[config.mk]
export PLATFORM = sky130hd
export DESIGN_NAME = rcb_fpga_core
export DESIGN_NICKNAME = d
export VERILOG_FILES = /design/src/rtl/rcb_fpga_core.sv
export SDC_FILE = /design/constraint.sdc
export NUM_CORES = 1
export LEC_CHECK = 0
export BUFFER_PORTS_ARGS = -buffer_cell sky130_fd_sc_hd__buf_2
export CAP_MARGIN = 20
export CORE_ASPECT_RATIO = 0.9
export CORE_MARGIN = 10
export CORE_UTILIZATION = 64
export CTS_CLUSTER_DIAMETER = 120
export DETAILED_ROUTE_END_ITERATION = 8
export GPL_ROUTABILITY_DRIVEN = 0
export GPL_TIMING_DRIVEN = 0
export PLACE_DENSITY_LB_ADDON = 0.1
export SYNTH_ARGS = -nofsm -noshare
export SYNTH_HDL_FRONTEND = slang
export SYNTH_SLANG_ARGS = --single-unit
[constraint.sdc]
create_clock -name clk_100m -period 3.45 [get_ports clk_100m]
set_clock_uncertainty 0.05 [all_clocks]
set_input_delay 0.69 -clock clk_100m [delete_from_list [all_inputs] [get_ports clk_100m]]
set_output_delay 0.69 -clock clk_100m [all_outputs]
set_load 0.1 [all_outputs]
[src/rtl/rcb_fpga_core.sv]
// RCB I/O FPGA core: SPI-slave register file, synchronized board inputs, stop/ELO logic,
// fan PWM, sync pulse and heartbeat. Optional SPI watchdog enabled by defining SPI_WATCHDOG_EN.
module rcb_fpga_core #(
    parameter logic [15:0] VERSION     = 16'h0B10,
    parameter int unsigned SYNC_PERIOD = 100000,
    parameter int unsigned HB_HALF     = 50000000,
    parameter int unsigned PWM_DIV     = 16,
    parameter int unsigned WDOG_CYCLES = 10000000
) (
    input  logic        clk_100m,
    input  logic        rst_n,
    input  logic        sclk,
    input  logic        cs_n,
    input  logic        mosi,
    output logic        miso,
    input  logic [7:0]  btn_in,
    input  logic [15:0] drape_in,
    input  logic [23:0] wheel_sens_in,
    input  logic [11:0] wheel_sw_in,
    input  logic [3:0]  wheel_driver_do,
    input  logic [5:0]  aux_in,
    input  logic        teensy_estop_open_req,
    input  logic        miccb_estop_open_req,
    input  logic        teensy_open_elo_req,
    output logic [11:0] led_out,
    output logic [1:0]  drape_em_open,
    output logic [7:0]  wheel_driver_di,
    output logic        wheel_driver_rst,
    output logic        wheel_driver_abrt,
    output logic        diag_activation,
    output logic        estop_open,
    output logic        FPGA_WHEEL_STOP_ELO,
    output logic [7:0]  diagnostic_led,
    output logic        fan1_pwm,
    output logic        fan2_pwm,
    output logic        sync,
    output logic        pow
);

    localparam int unsigned SW = 76;
    // cs_n sits at the MSB and resets high so reset never looks like a frame start
    localparam logic [SW-1:0] SYNC_RST = {1'b1, {(SW-1){1'b0}}};

    logic [SW-1:0] async_in, sync1, sync2;
    logic        cs_s, sclk_s, mosi_s, teensy_s, miccb_s, elo_s;
    logic [5:0]  aux_s;
    logic [3:0]  do_s;
    logic [11:0] sw_s;
    logic [23:0] sens_s;
    logic [15:0] drape_s;
    logic [7:0]  btn_s;

    assign async_in = {cs_n, sclk, mosi, teensy_estop_open_req, miccb_estop_open_req,
                       teensy_open_elo_req, aux_in, wheel_driver_do, wheel_sw_in,
                       wheel_sens_in, drape_in, btn_in};
    assign {cs_s, sclk_s, mosi_s, teensy_s, miccb_s, elo_s, aux_s, do_s, sw_s,
            sens_s, drape_s, btn_s} = sync2;

    always_ff @(posedge clk_100m or negedge rst_n) begin
        if (!rst_n) begin
            sync1 <= SYNC_RST;
            sync2 <= SYNC_RST;
        end else begin
            sync1 <= async_in;
            sync2 <= sync1;
        end
    end

    logic sclk_d, cs_d;
    logic sclk_rise, sclk_fall, cs_rise;
    logic [4:0]  bit_cnt;
    logic [23:0] rx_sr;
    logic [15:0] tx_sr, rdata;
    logic [6:0]  rd_addr;
    logic        frame_done, commit;
    logic        wdog_flag;

    logic [11:0] led_r;
    logic [9:0]  ctl_r;
    logic [3:0]  stop_r;
    logic [7:0]  dled_r;
    logic [15:0] fan_r, scratch_r;

    assign sclk_rise  = sclk_s & ~sclk_d & ~cs_s;
    assign sclk_fall  = ~sclk_s & sclk_d & ~cs_s;
    assign cs_rise    = cs_s & ~cs_d;
    assign frame_done = cs_rise && (bit_cnt == 5'd24);
    assign commit     = frame_done && rx_sr[23];
    // address is complete on the 8th rising edge, its last bit still on mosi_s
    assign rd_addr    = {rx_sr[5:0], mosi_s};

    always_comb begin
        rdata = 16'hDEAD;
        case (rd_addr)
            7'h00: rdata = VERSION;
            7'h01: rdata = {2'b00, aux_s, btn_s};
            7'h02: rdata = drape_s;
            7'h03: rdata = sens_s[15:0];
            7'h04: rdata = {8'h00, sens_s[23:16]};
            7'h05: rdata = {do_s, sw_s};
`ifdef SPI_WATCHDOG_EN
            7'h06: rdata = {15'd0, wdog_flag};
`endif
            7'h10: rdata = {4'h0, led_r};
            7'h11: rdata = {6'd0, ctl_r};
            7'h12: rdata = {12'h000, stop_r};
            7'h13: rdata = {8'h00, dled_r};
            7'h14: rdata = fan_r;
            7'h15: rdata = scratch_r;
            default: rdata = 16'hDEAD;
        endcase
    end

    always_ff @(posedge clk_100m or negedge rst_n) begin
        if (!rst_n) begin
            sclk_d  <= 1'b0;
            cs_d    <= 1'b1;
            bit_cnt <= '0;
            rx_sr   <= '0;
            tx_sr   <= '0;
            miso    <= 1'b0;
        end else begin
            sclk_d <= sclk_s;
            cs_d   <= cs_s;
            if (cs_s) begin
                bit_cnt <= '0;
                miso    <= 1'b0;
            end else begin
                if (sclk_rise) begin
                    rx_sr <= {rx_sr[22:0], mosi_s};
                    if (bit_cnt != 5'd31) bit_cnt <= bit_cnt + 5'd1;
                    if (bit_cnt == 5'd7) tx_sr <= rdata;
                end
                if (sclk_fall && bit_cnt >= 5'd8) begin
                    miso  <= tx_sr[15];
                    tx_sr <= {tx_sr[14:0], 1'b0};
                end
            end
        end
    end

    always_ff @(posedge clk_100m or negedge rst_n) begin
        if (!rst_n) begin
            led_r     <= '0;
            ctl_r     <= '0;
            stop_r    <= '0;
            dled_r    <= '0;
            fan_r     <= '0;
            scratch_r <= '0;
        end else if (commit) begin
            case (rx_sr[22:16])
                7'h10: led_r     <= rx_sr[11:0];
                7'h11: ctl_r     <= rx_sr[9:0];
                7'h12: stop_r    <= rx_sr[3:0];
                7'h13: dled_r    <= rx_sr[7:0];
                7'h14: fan_r     <= rx_sr[15:0];
                7'h15: scratch_r <= rx_sr[15:0];
                default: ;
            endcase
        end
    end

`ifdef SPI_WATCHDOG_EN
    logic [31:0] wdog_cnt;

    always_ff @(posedge clk_100m or negedge rst_n) begin
        if (!rst_n) begin
            wdog_cnt  <= '0;
            wdog_flag <= 1'b0;
        end else begin
            if (frame_done) wdog_cnt <= '0;
            else if (wdog_cnt != WDOG_CYCLES) wdog_cnt <= wdog_cnt + 32'd1;
            if (commit && rx_sr[22:16] == 7'h12) wdog_flag <= 1'b0;
            else if (wdog_cnt == WDOG_CYCLES) wdog_flag <= 1'b1;
        end
    end
`else
    assign wdog_flag = 1'b0;
`endif

    always_ff @(posedge clk_100m or negedge rst_n) begin
        if (!rst_n) begin
            estop_open          <= 1'b0;
            FPGA_WHEEL_STOP_ELO <= 1'b0;
        end else begin
            estop_open          <= stop_r[3] | teensy_s | miccb_s | wdog_flag;
            FPGA_WHEEL_STOP_ELO <= stop_r[3] | teensy_s | miccb_s | wdog_flag | elo_s;
        end
    end

    assign led_out           = led_r;
    assign wheel_driver_di   = ctl_r[7:0];
    assign wheel_driver_rst  = ctl_r[8];
    assign wheel_driver_abrt = ctl_r[9] | wdog_flag;
    assign diag_activation   = stop_r[2];
    assign drape_em_open     = estop_open ? 2'b00 : stop_r[1:0];
    assign diagnostic_led    = dled_r;

    logic [31:0] pwm_pre, sync_cnt, hb_cnt;
    logic [7:0]  pwm_cnt;

    always_ff @(posedge clk_100m or negedge rst_n) begin
        if (!rst_n) begin
            pwm_pre  <= '0;
            pwm_cnt  <= '0;
            fan1_pwm <= 1'b0;
            fan2_pwm <= 1'b0;
            sync_cnt <= '0;
            sync     <= 1'b0;
            hb_cnt   <= '0;
            pow      <= 1'b0;
        end else begin
            if (pwm_pre == PWM_DIV - 1) begin
                pwm_pre <= '0;
                pwm_cnt <= (pwm_cnt == 8'd254) ? 8'd0 : pwm_cnt + 8'd1;
            end else begin
                pwm_pre <= pwm_pre + 32'd1;
            end
            fan1_pwm <= pwm_cnt < fan_r[7:0];
            fan2_pwm <= pwm_cnt < fan_r[15:8];

            if (sync_cnt == SYNC_PERIOD - 1) begin
                sync_cnt <= '0;
                sync     <= 1'b1;
            end else begin
                sync_cnt <= sync_cnt + 32'd1;
                sync     <= 1'b0;
            end

            if (hb_cnt == HB_HALF - 1) begin
                hb_cnt <= '0;
                pow    <= ~pow;
            end else begin
                hb_cnt <= hb_cnt + 32'd1;
            end
        end
    end

endmodule

Word-level counts from Yosys, hierarchy flattened:

Index checks and enable logic that the tools add are counted.

* register bits after elaboration: 376
* output and inout port bits: 40
* word-level logic and storage cells: 102
* input port bits: 78

* muxes and demuxes: 15
* order comparisons: 3
* equality and inequality tests: 24
* bitwise operators: 13
* $add $sub $neg: 5
* reductions and logical operators: 18

Operator list (number)
* one-hot mux 16 bit (12 select lines): 1
* adder 32 x 1 -> 32 bit, second input constant: 3
* 2-to-1 mux 32 bit: 3
* equality test 7 x 5 -> 1 bit, second input constant: 12
* 2-to-1 mux 16 bit: 3
* equality test 32 x 17 -> 1 bit, second input constant: 1
* equality test 32 x 26 -> 1 bit, second input constant: 1
* equality test 32 x 4 -> 1 bit, second input constant: 1
* less-than comparator 8 bit: 2
* AND reduction 2 bit: 8
* 2-to-1 mux 5 bit: 3
* equality test 7 x 2 -> 1 bit, second input constant: 2
* equality test 7 x 3 -> 1 bit, second input constant: 2
* nonzero test 2 bit: 5
* adder 8 x 1 -> 8 bit, second input constant: 1
* equality test 8 bit, second input constant: 1
* 2-to-1 mux 8 bit: 1
* equality test 7 x 1 -> 1 bit, second input constant: 1
* logical NOT 7 bit: 1
* adder 5 x 1 -> 5 bit, second input constant: 1
* AND 1 bit: 5
* equality test 5 x 3 -> 1 bit, second input constant: 1
* equality test 5 bit, second input constant: 1
* greater-or-equal comparator 5 x 4 -> 1 bit, second input constant: 1
* 7 further kinds: 17

Logic depth before layout (Yosys ltp):

Gate-level depths: netlist of run 1.

* word-level depth: 6
* depth in mapped cells: 8
* gate-level depth less buffers: 7

Worst setup path before layout of run 1:

No wires, ideal clock.

* path kind: register -> output
* from: register estop_open
* to: output port drape_em_open[0]
* arrival time: 2.222 ns
* required time: 2.710 ns
* setup slack: 0.488 ns
* cell stages (with the launch flop): 2
* path buffers: 0
* cell sequence: dfrtp_1 nor2b_1

* longest elaborated chain between the ends: 1

Ends and longest elaborated chain
* start: declaration: line 31 `output logic estop_open,`
* start signal: assignment: line 186 `estop_open <= stop_r[3] | teensy_s | miccb_s | wdog_flag;`
* 2-to-1 mux 2 bit: line 196 `assign drape_em_open = estop_open ? 2'b00 : stop_r[1:0];`
* end: declaration: line 26 `output logic [1:0] drape_em_open,`

Every way passes these cells.

Final worst setup path of run 1:

* from: register sync2[75]
* to: register tx_sr[12]

* longest elaborated chain between the ends: 5
* elaborated cells on any way between the ends: 8
* classes of those cells: mux: 1; bitwise: 3; reduce/logical: 4

Ends and longest elaborated chain
* start: declaration: line 44 `logic [SW-1:0] async_in, sync1, sync2;`
* start signal: assignment: line 65 `sync2 <= sync1;`
* inverter 1 bit (no source line) (*)
* AND 1 bit: line 85 `assign sclk_fall = ~sclk_s & sclk_d & ~cs_s;`
* logical AND 1 bit: line 134 `if (sclk_fall && bit_cnt >= 5'd8) begin`
* nonzero test 2 bit (no source line)
* AND reduction 3 bit (no source line)
* end signal: assignment: line 132 `if (bit_cnt == 5'd7) tx_sr <= rdata;`
* end signal: assignment: line 136 `tx_sr <= {tx_sr[14:0], 1'b0};`
* end: declaration: line 73 `logic [15:0] tx_sr, rdata;`

Every way passes the cells marked *; elsewhere a longest branch is shown, timed or not.
A chain may end at the register's enable or synchronous reset.

==> results of run 1 <==
## cell usage in the layout (no fill, tap or decap), types with 19 or more instances in the layout
cell and n:
nand3_1 48, and3_1 27, mux2_2 76, mux2i_1 24, xnor2_1 57, nor3_1 21
clkbuf_16 39, nand4_1 30, o21ai_0 46, inv_1 32, a21oi_1 19, nand2_1 73
clkbuf_1 31, buf_2 132, xor2_1 32, dfrtp_1 373, nor2_1 72, ha_1 22
## power by group through the flow
stage                     combinational (mW)  clock, mW  sequential (mW)
after floorplan                        0.535          0             4.69
after global routing                    1.05       4.48             4.66
after detailed placement               0.950          0             4.73
final                                  0.988       4.23             4.65
after CTS                              0.961       4.30             4.65
after global placement                 0.909          0             4.72
## how the worst max path moves through the flow
stage                                     from                      to  slack (ps)
after floorplan           estop_open$_DFF_PN0_        drape_em_open[0]         490
after global placement                   rst_n  sync_cnt[20]$_DFF_PN0_       -5360
after detailed placement   sync2[75]$_DFF_PN1_   tx_sr[12]$_DFFE_PN0P_         750
after CTS                  sync2[75]$_DFF_PN1_   tx_sr[12]$_DFFE_PN0P_         740
after global routing       sync2[75]$_DFF_PN1_   tx_sr[12]$_DFFE_PN0P_         580
final                      sync2[75]$_DFF_PN1_   tx_sr[12]$_DFFE_PN0P_         640
## layout make-up
cell class | count | area [sq um] | share of cell area
sequential | 376 | 9410 | 0.542
multi-input combinational | 733 | 5270 | 0.303
clock buffer | 57 | 1140 | 0.0659
timing repair buffer | 123 | 702 | 0.0404
tap | 302 | 378 | 0.0218
buffer | 42 | 188 | 0.0108
clock inverter | 9 | 151 | 0.00872
inverter | 32 | 120 | 0.00692
## metal layers
layer,vias to the layer above,GRT usage
met1,5204,0.328
met3,96,0.0475
met4,0,0.0735
met5,-,0
met2,402,0.400
li1,4557,-
## flip-flops by register name, indices dropped and copies added (netlist names), 4 cells and up
signal	flops
pwm_pre	32
diagnostic_led	8
sync_cnt	32
sync2	76
pwm_cnt	8
scratch_r	16
hb_cnt	32
led_out	12
bit_cnt	5
ctl_r	10
stop_r	4
fan_r	16
rx_sr	24
sync1	76
tx_sr	16
## critical path: cells and delay by family, from the launching register on
| family | cells | cell delay [ps] |
|---|---|---|
| flip-flops | 1 | 370 |
| AO/OA/AOI/OAI | 2 | 620 |
| buffers and inverters | 3 | 790 |
| AND/OR/NAND/NOR | 3 | 840 |
## cell families after synthesis
family,after synthesis,share of synthesized area
AO/OA/AOI/OAI,157,0.0722
XOR/XNOR,89,0.0520
adder cells (fa/ha/maj),22,0.0184
buffers and inverters,74,0.0205
flip-flops,376,0.628
multiplexers,103,0.0776
AND/OR/NAND/NOR,362,0.131
## through the flow
stage	hold WS, ps	worst slack, ps	utilization
2_1_floorplan	281	488	-
3_3_place_gp	283	-5360	0.687
3_5_place_dp	285	751	0.692
4_1_cts	99.2	740	0.748
5_1_grt	116	583	0.748
6_report	85.8	641	0.748
==> qor.yml, run 1 <==
clock_tree:
  cts.reportedPaths.clkPinSlew_ps: 60
  clock_path_buffers: 3
  htreeDepth: 2
  cts_buffers: 37
  insertion_delay_ps: 530
  cts_resized: 0
  post_cts_buffers: 0
  cts_tree: "built"
  root_buffer: "clkbuf_16"
  clkSinkCount: 376
  hold_buffers: 0
sta:
  tightest_slew_ps: 974
  hold_viol_final: 0
  slew_headroom: 0.349
  fin_crit_ps: 2810
  timing.fmax_ghz: 0.356
  rsz0062_at_grt: "no"
  period_share: 0.814
  tns_ps: 0
  setup-violations-final: 0
  slew_violations: 0
power:
  seqPwrFrac: 0.471
  power.internal_mw: 7.45
  clkPwrFrac: 0.429
  power_density_nw_per_um2: 569
  p_comb_frac: 0.100
  leakagePower_nw: 8.12
  switching_share: 0.245
  peakVddDrop_v: 0.000559
  power_mw: 9.87
  p_switching_mw: 2.42
placement:
  hpwl_um: 25100
  dpl_cell_area_sq_um: 16100
  io_buffers: 117
  place_inst: 1607
synth:
  synth_common_cells: "373 x dfrtp_1, 76 x mux2_2, 73 x nand2_1"
  yosysSeqAreaShare: 0.628
  synth_area_leaders: "dfrtp_1 62%, mux2_2 5.7%, xnor2_1 3.3%"
  synthesis.nets: 1283
  yosys.cell_count.top_type: "dfrtp_1"
  synth-seq-cells: 376
  netlist_area_sq_um: 15000
  avgSynthCellArea_sq_um: 12.7
  synth_top_area_frac: 0.623
  yosys_warnings: 0
  synth-edff-count: 0
  syn_inst: 1183
  ys.flop_type: "dfrtp_1"
  yosysUniqueCellTypes: 77
  synthArstFlopShare: 1.00
  synth_top_area_cell: "dfrtp_1"
setup_path:
  reg2reg_from: "sync2[75]$_DFF_PN1_"
  cpPeakStageDelay_ps: 440
  r2r_setup_slack_ps: 640
  cp_data_arrival_time_ps: 3140
  cp_max_fo: 10
  r2r-end: "tx_sr[12]$_DFFE_PN0P_"
  path_common_cell: "buf_2"
  ff2ff_path_depth: 8
  end_kind: "register"
  critPathSlowestCell: "a211oi_1"
  crit_required_ps: 3790
  path_cells: "buf_4 > nor3b_1 > buf_2 > nand4_4 > or2_2 > buf_2 > a211oi_1 > o21ai_0"
  crit_type: "reg -> reg"
  startpoint_type: "register"
layout:
  finalInstanceArea_sq_um: 17400
  drive_gt1_frac: 0.224
  area_growth_pct: 15.8
  final_net_count: 1445
  n_fill_cell: 1528
  n_antenna_cell: 0
  final_cells: 1674
routing:
  drt-initial-drc-count: 1025
  wire_per_inst_um: 21.9
  via_per_inst: 6.13
  drcViolationCount: 0
  wl_met3_um: 2540
  drt-met1-wl_um: 15600
  route.met2.wl_um: 17500
  ant_nets: 0
  routed.top_layer: "met4"
  drtPass1Iterations: 6
  drt-total-wl_um: 36600
  vias: 10259
grt:
  grt_pass1_vias: 10428
  grt_use_total: 0.244
  grt_remaining_overflow: 0
  grt_max_degree: 108
  antenna_found_initial: 0
  grt_pass1_wl_um: 58000
hold_path:
  hold_path_class: "in -> async"
floorplanning:
  ioPinCount: 118
  num_rows: 53
  die_area_sq_um: 29900
  start_util: 0.646
  dieWidth_um: 181
  die-height_um: 165
  core_area_sq_um: 23200
run_status:
  status: "completed"
run:
  drv_cap: 0
No activity file was read; power rests on OpenSTA's default activity.
==> inputs of run 2 (changes only) <==
- CORE_UTILIZATION: 64 -> 54
- clock period: 3.45 -> 2.5 ns (I/O delays scaled with it)
==> qor.yml, run 2 (synthesis results as in run 1) <==
floorplanning:
  core_area_sq_um: 27200
  start_util: 0.552
  num_rows: 57
  die-height_um: 178
  dieWidth_um: 196
  ioPinCount: 118
  die_area_sq_um: 34800
setup_path:
  cp.depth: 7
  cp_data_arrival_time_ps: 2730
  r2r_setup_slack_ps: 110
  reg2reg_from: "sync2[75]$_DFF_PN1_"
  crit_type: "reg -> reg"
  end_kind: "register"
  startpoint_type: "register"
  crit_end: "ctl_r[7]$_DFFE_PN0P_"
  r2r-end: "ctl_r[7]$_DFFE_PN0P_"
  path_cells: "buf_4 > nor4bb_4 > nand4_1 > buf_4 > nor4b_4 > buf_6 > mux2_2"
  path_common_cell: "buf_4"
  setup.worst_path.start: "sync2[75]$_DFF_PN1_"
  path_buf_inv: 3
  cpPeakStageDelay_ps: 560
  crit_required_ps: 2850
  ff2ff_path_depth: 7
  cp_top_family: "simple AND/OR/NAND/NOR gates"
  critPathSlowestCell: "dfstp_2"
  cp_max_fo: 10
routing:
  ant_nets: 0
  vias: 9993
  drtPass1Iterations: 5
  drt-initial-drc-count: 731
  drt-total-wl_um: 36000
  wire_per_inst_um: 20.8
  via_per_inst: 5.77
  drcViolationCount: 0
power:
  power_density_nw_per_um2: 766
  leakagePower_nw: 8.16
  peakVddDrop_v: 0.000647
layout:
  final_net_count: 1452
  drive_gt1_frac: 0.235
  n_antenna_cell: 0
  top_regs: "sync1 (76), sync2 (76)"
  final_common_cell: "dfrtp_1"
  n_fill_cell: 2094
  final_cell_mix: "373 x dfrtp_1, 125 x buf_2, 76 x mux2_2"
  area_growth_pct: 17.1
  finalInstanceArea_sq_um: 17500
  final_cells: 1733
grt:
  grt_pass1_vias: 10233
  grt_use_total: 0.205
  grt_pass1_wl_um: 57000
  antenna_found_initial: 0
  grt_remaining_overflow: 0
  grt_max_degree: 109
sta:
  slew_violations: 0
  period_share: 0.955
  tightest_slew_ps: 995
  slew_headroom: 0.335
  rsz0062_at_grt: "no"
  setup-violations-final: 0
  timing.fmax_ghz: 0.419
  fin_crit_ps: 2390
  hold_viol_final: 0
  fin_ws_ps: 113
clock_tree:
  clock_path_buffers: 3
  insertion_delay_ps: 530
  cts_buffers: 39
  htreeDepth: 2
  cts_tree: "built"
  cts.reportedPaths.clkPinSlew_ps: 60
  clkSinkCount: 376
  root_buffer: "clkbuf_16"
placement:
  place_inst: 1658
  dp_slack_ps: -250
  hpwl_um: 25200
  dpl_cell_area_sq_um: 16100
  io_buffers: 117
hold_path:
  hold_path_class: "in -> reg"
run_status:
  status: "completed"
run:
  drv_cap: 0
[run 2: cell count changes in the layout (fill, tap and decap cells not counted), sizes merged]
cell / previous run / this run
buf: 141 / 145
bufinv: 4 / 1
clkinv: 3 / 6
clkbuf: 80 / 82
clkdlybuf4s15: 1 / 0
clkinvlp: 1 / 2
dlygate4sd3: 0 / 1
[run 2: worst min path at each step]
stage,startpoint,end,depth (start not counted)
after global placement,sync1[27]$_DFF_PN0_,sync2[27]$_DFF_PN0_,0
after floorplan,rst_n,FPGA_WHEEL_STOP_ELO$_DFF_PN0_,0
final,aux_in[3],sync1[67]$_DFF_PN0_,1
after detailed placement,sync1[49]$_DFF_PN0_,sync2[49]$_DFF_PN0_,0
after global routing,btn_in[3],sync1[3]$_DFF_PN0_,1
after CTS,btn_in[4],sync1[4]$_DFF_PN0_,1
[run 2: timing repair]
| action | 4_1_cts | 5_1_grt |
|---|---|---|
| setup endpoints to repair | 57 | 52 |
| pin swaps | 1 | 0 |
| endpoints found under the hold margin | 84 | 0 |
| setup buffers | 2 | 2 |
| hold buffers | 1 | 0 |
| gates cloned | 0 | 1 |
| gates resized for setup | 10 | 21 |
[run 2: metal layers]
layer / global-route usage / share of wire
met5: 0 / 0
met1: 0.288 / 0.45
met2: 0.318 / 0.45
met4: 0.0569 / 0.023
met3: 0.0439 / 0.068
[run 2: per-stage QoR]
stage,power (mW),hold WS (ps),utilization,setup TNS [ps]
2_1_floorplan,7.22,154,-,-545
3_3_place_gp,7.80,282,0.589,-2360420
3_5_place_dp,7.84,285,0.593,-7590
4_1_cts,13.5,10.7,0.642,0
5_1_grt,13.9,9.70,0.646,0
6_report,13.4,28.1,0.646,0
[run 2: area by class of cell]
cell class / count / area (sq um) / area share
Tap cell: 354 / 443 / 0.0252
Buffer: 42 / 218 / 0.0124
Multi-Input combinational cell: 733 / 5340 / 0.304
Sequential cell: 376 / 9410 / 0.537
Clock inverter: 10 / 87.6 / 0.00499
Clock buffer: 58 / 1180 / 0.0673
Timing Repair Buffer: 128 / 742 / 0.0423
Inverter: 32 / 120 / 0.00685
[run 2: report_power, final]
| group | switching [mW] | internal, mW |
|---|---|---|
| Sequential | 0.147 | 6.27 |
| Clock | 2.29 | 3.37 |
| Combinational | 0.912 | 0.442 |
| Total | 3.35 | 10.1 |
==> inputs of run 3 (changes only) <==
- BUFFER_PORTS_ARGS: -buffer_cell sky130_fd_sc_hd__buf_2 -> not set
- CORE_UTILIZATION: 54 -> 57
- DONT_BUFFER_PORTS: not set -> 1
- PLACE_DENSITY: not set -> 0.75
- PLACE_DENSITY_LB_ADDON: 0.1 -> not set
==> qor.yml, run 3 (synthesis results as in run 1) <==
sta:
  slew_headroom: 0.168
  tightest_slew_ps: 1250
  tns_ps: 0
  rsz0062_at_grt: "yes"
  setup-violations-final: 0
  hold_slack_ps: -378
  slew_violations: 0
  fin_crit_ps: 2430
  timing.fmax_ghz: 0.412
  period_share: 0.972
  hold_viol_final: 376
layout:
  area_growth_pct: 17.1
  drive_gt1_frac: 0.149
  final_common_cell: "dfrtp_1"
  final_cell_mix: "372 x dfrtp_1, 76 x mux2_2, 76 x dlygate4sd3_1"
  final_net_count: 1403
  n_fill_cell: 1824
  top_regs: "sync1 (76), sync2 (76)"
clock_tree:
  htreeDepth: 2
  insertion_delay_ps: 520
  root_buffer: "clkbuf_16"
  cts.reportedPaths.clkPinSlew_ps: 60
  cts_buffers: 38
  cts_tree: "built"
  clkSinkCount: 376
  hold_buffers: 76
  clock_path_buffers: 3
grt:
  grt_pass1_wl_um: 56700
  grt_use_total: 0.215
  grt_pass1_vias: 10104
  antenna_found_initial: 1
  grt_max_degree: 377
  grt_remaining_overflow: 0
setup_path:
  cp_max_fo: 10
  r2r_setup_slack_ps: 70
  ff2ff_path_depth: 6
  end_kind: "register"
  cp_top_family: "compound AO/OA/AOI/OAI gates"
  cp_data_arrival_time_ps: 2780
  r2r-end: "tx_sr[12]$_DFFE_PN0P_"
  path_buf_inv: 1
  crit_type: "reg -> reg"
  crit_required_ps: 2850
  startpoint_type: "register"
  critPathSlowestCell: "clkbuf_1"
  reg2reg_from: "rx_sr[3]$_DFFE_PN0P_"
  cpPeakStageDelay_ps: 530
  path_cells: "clkbuf_1 > mux2_2 > a22oi_1 > o32ai_1 > a211oi_4 > o21ai_0"
power:
  peakVddDrop_v: 0.000839
  power_mw: 13.4
  leakagePower_nw: 7.87
  power_density_nw_per_um2: 764
routing:
  drcViolationCount: 0
  wire_per_inst_um: 21.1
  vias: 9871
  via_per_inst: 5.87
  drt-initial-drc-count: 998
  drtPass1Iterations: 6
  ant_nets: 0
  drt-total-wl_um: 35400
hold_path:
  hold_path_class: "in -> async"
placement:
  io_buffers: 0
  hpwl_um: 23500
floorplanning:
  start_util: 0.576
  core_area_sq_um: 26000
  die_area_sq_um: 33200
  num_rows: 56
  dieWidth_um: 191
  ioPinCount: 118
  die-height_um: 174
run_status:
  violations: "hold timing"
  status: "finished with violations"
run:
  drv_cap: 0
==> run 3: changes by cell type in the layout (fill, tap and decap cells not counted), sizes merged <==
| cell | change |
|---|---|
| clkbuf | -2 |
| diode | +1 |
| buf | -124 |
| clkinv | -1 |
| dlygate4sd3 | +75 |
| bufinv | +3 |
| clkinvlp | +1 |
| inv | +1 |
==> run 3: metal layers <==
layer	vias up	share of wire	GRT usage
li1	4480	-	-
met2	338	0.48	0.340
met1	4976	0.42	0.290
met5	-	0	0
met3	77	0.075	0.0481
met4	0	0.023	0.0613
==> run 3: power by group <==
group          switching, mW  total [mW]  internal, mW
clock network           2.30        5.72          3.42
registers              0.151        6.43          6.27
logic                  0.807        1.26         0.456
total                   3.25        13.4          10.2
==> run 3: area by class of cell <==
class / instances / area (sq um) / share of cell area
inverter: 32 / 120 / 0.00684
clock inverter: 14 / 185 / 0.0105
clock buffer: 55 / 1080 / 0.0613
multi-input combinational: 733 / 5330 / 0.304
sequential: 376 / 9410 / 0.536
antenna: 1 / 2.50 / 0.000143
tap: 348 / 435 / 0.0248
buffer: 42 / 206 / 0.0118
timing repair buffer: 80 / 786 / 0.0448
==> run 3: metrics by stage <==
stage	util	instance area, sq um	worst slack, ps	cells
after floorplan	-	15000	-272	1183
after global placement	0.593	15400	-326	1531
after detailed placement	0.594	15400	-113	1532
after CTS	0.673	17500	1.80	1678
after global routing	0.675	17600	-16.2	1681
final	0.675	17600	70.1	1681
==> run 3: worst max path at each step <==
stage	from	to	slack [ps]	depth (start not counted)
final	rx_sr[3]$_DFFE_PN0P_	tx_sr[12]$_DFFE_PN0P_	70	6
after global routing	rx_sr[3]$_DFFE_PN0P_	tx_sr[12]$_DFFE_PN0P_	-20	6
after CTS	sync2[75]$_DFF_PN1_	led_out[4]$_DFFE_PN0P_	2	6
after detailed placement	sync2[75]$_DFF_PN1_	scratch_r[8]$_DFFE_PN0P_	-110	7
after global placement	estop_open$_DFF_PN0_	drape_em_open[0]	-330	1
after floorplan	estop_open$_DFF_PN0_	drape_em_open[0]	-270	1
==> run 3: timing repair <==
item | in CTS | in global routing
endpoints found under the hold margin | 452 | 376
pin swaps | 0 | 1
setup buffers | 1 | 1
gates resized for setup | 8 | 17
gates cloned | 0 | 0
endpoints found under the setup margin | 16 | 55
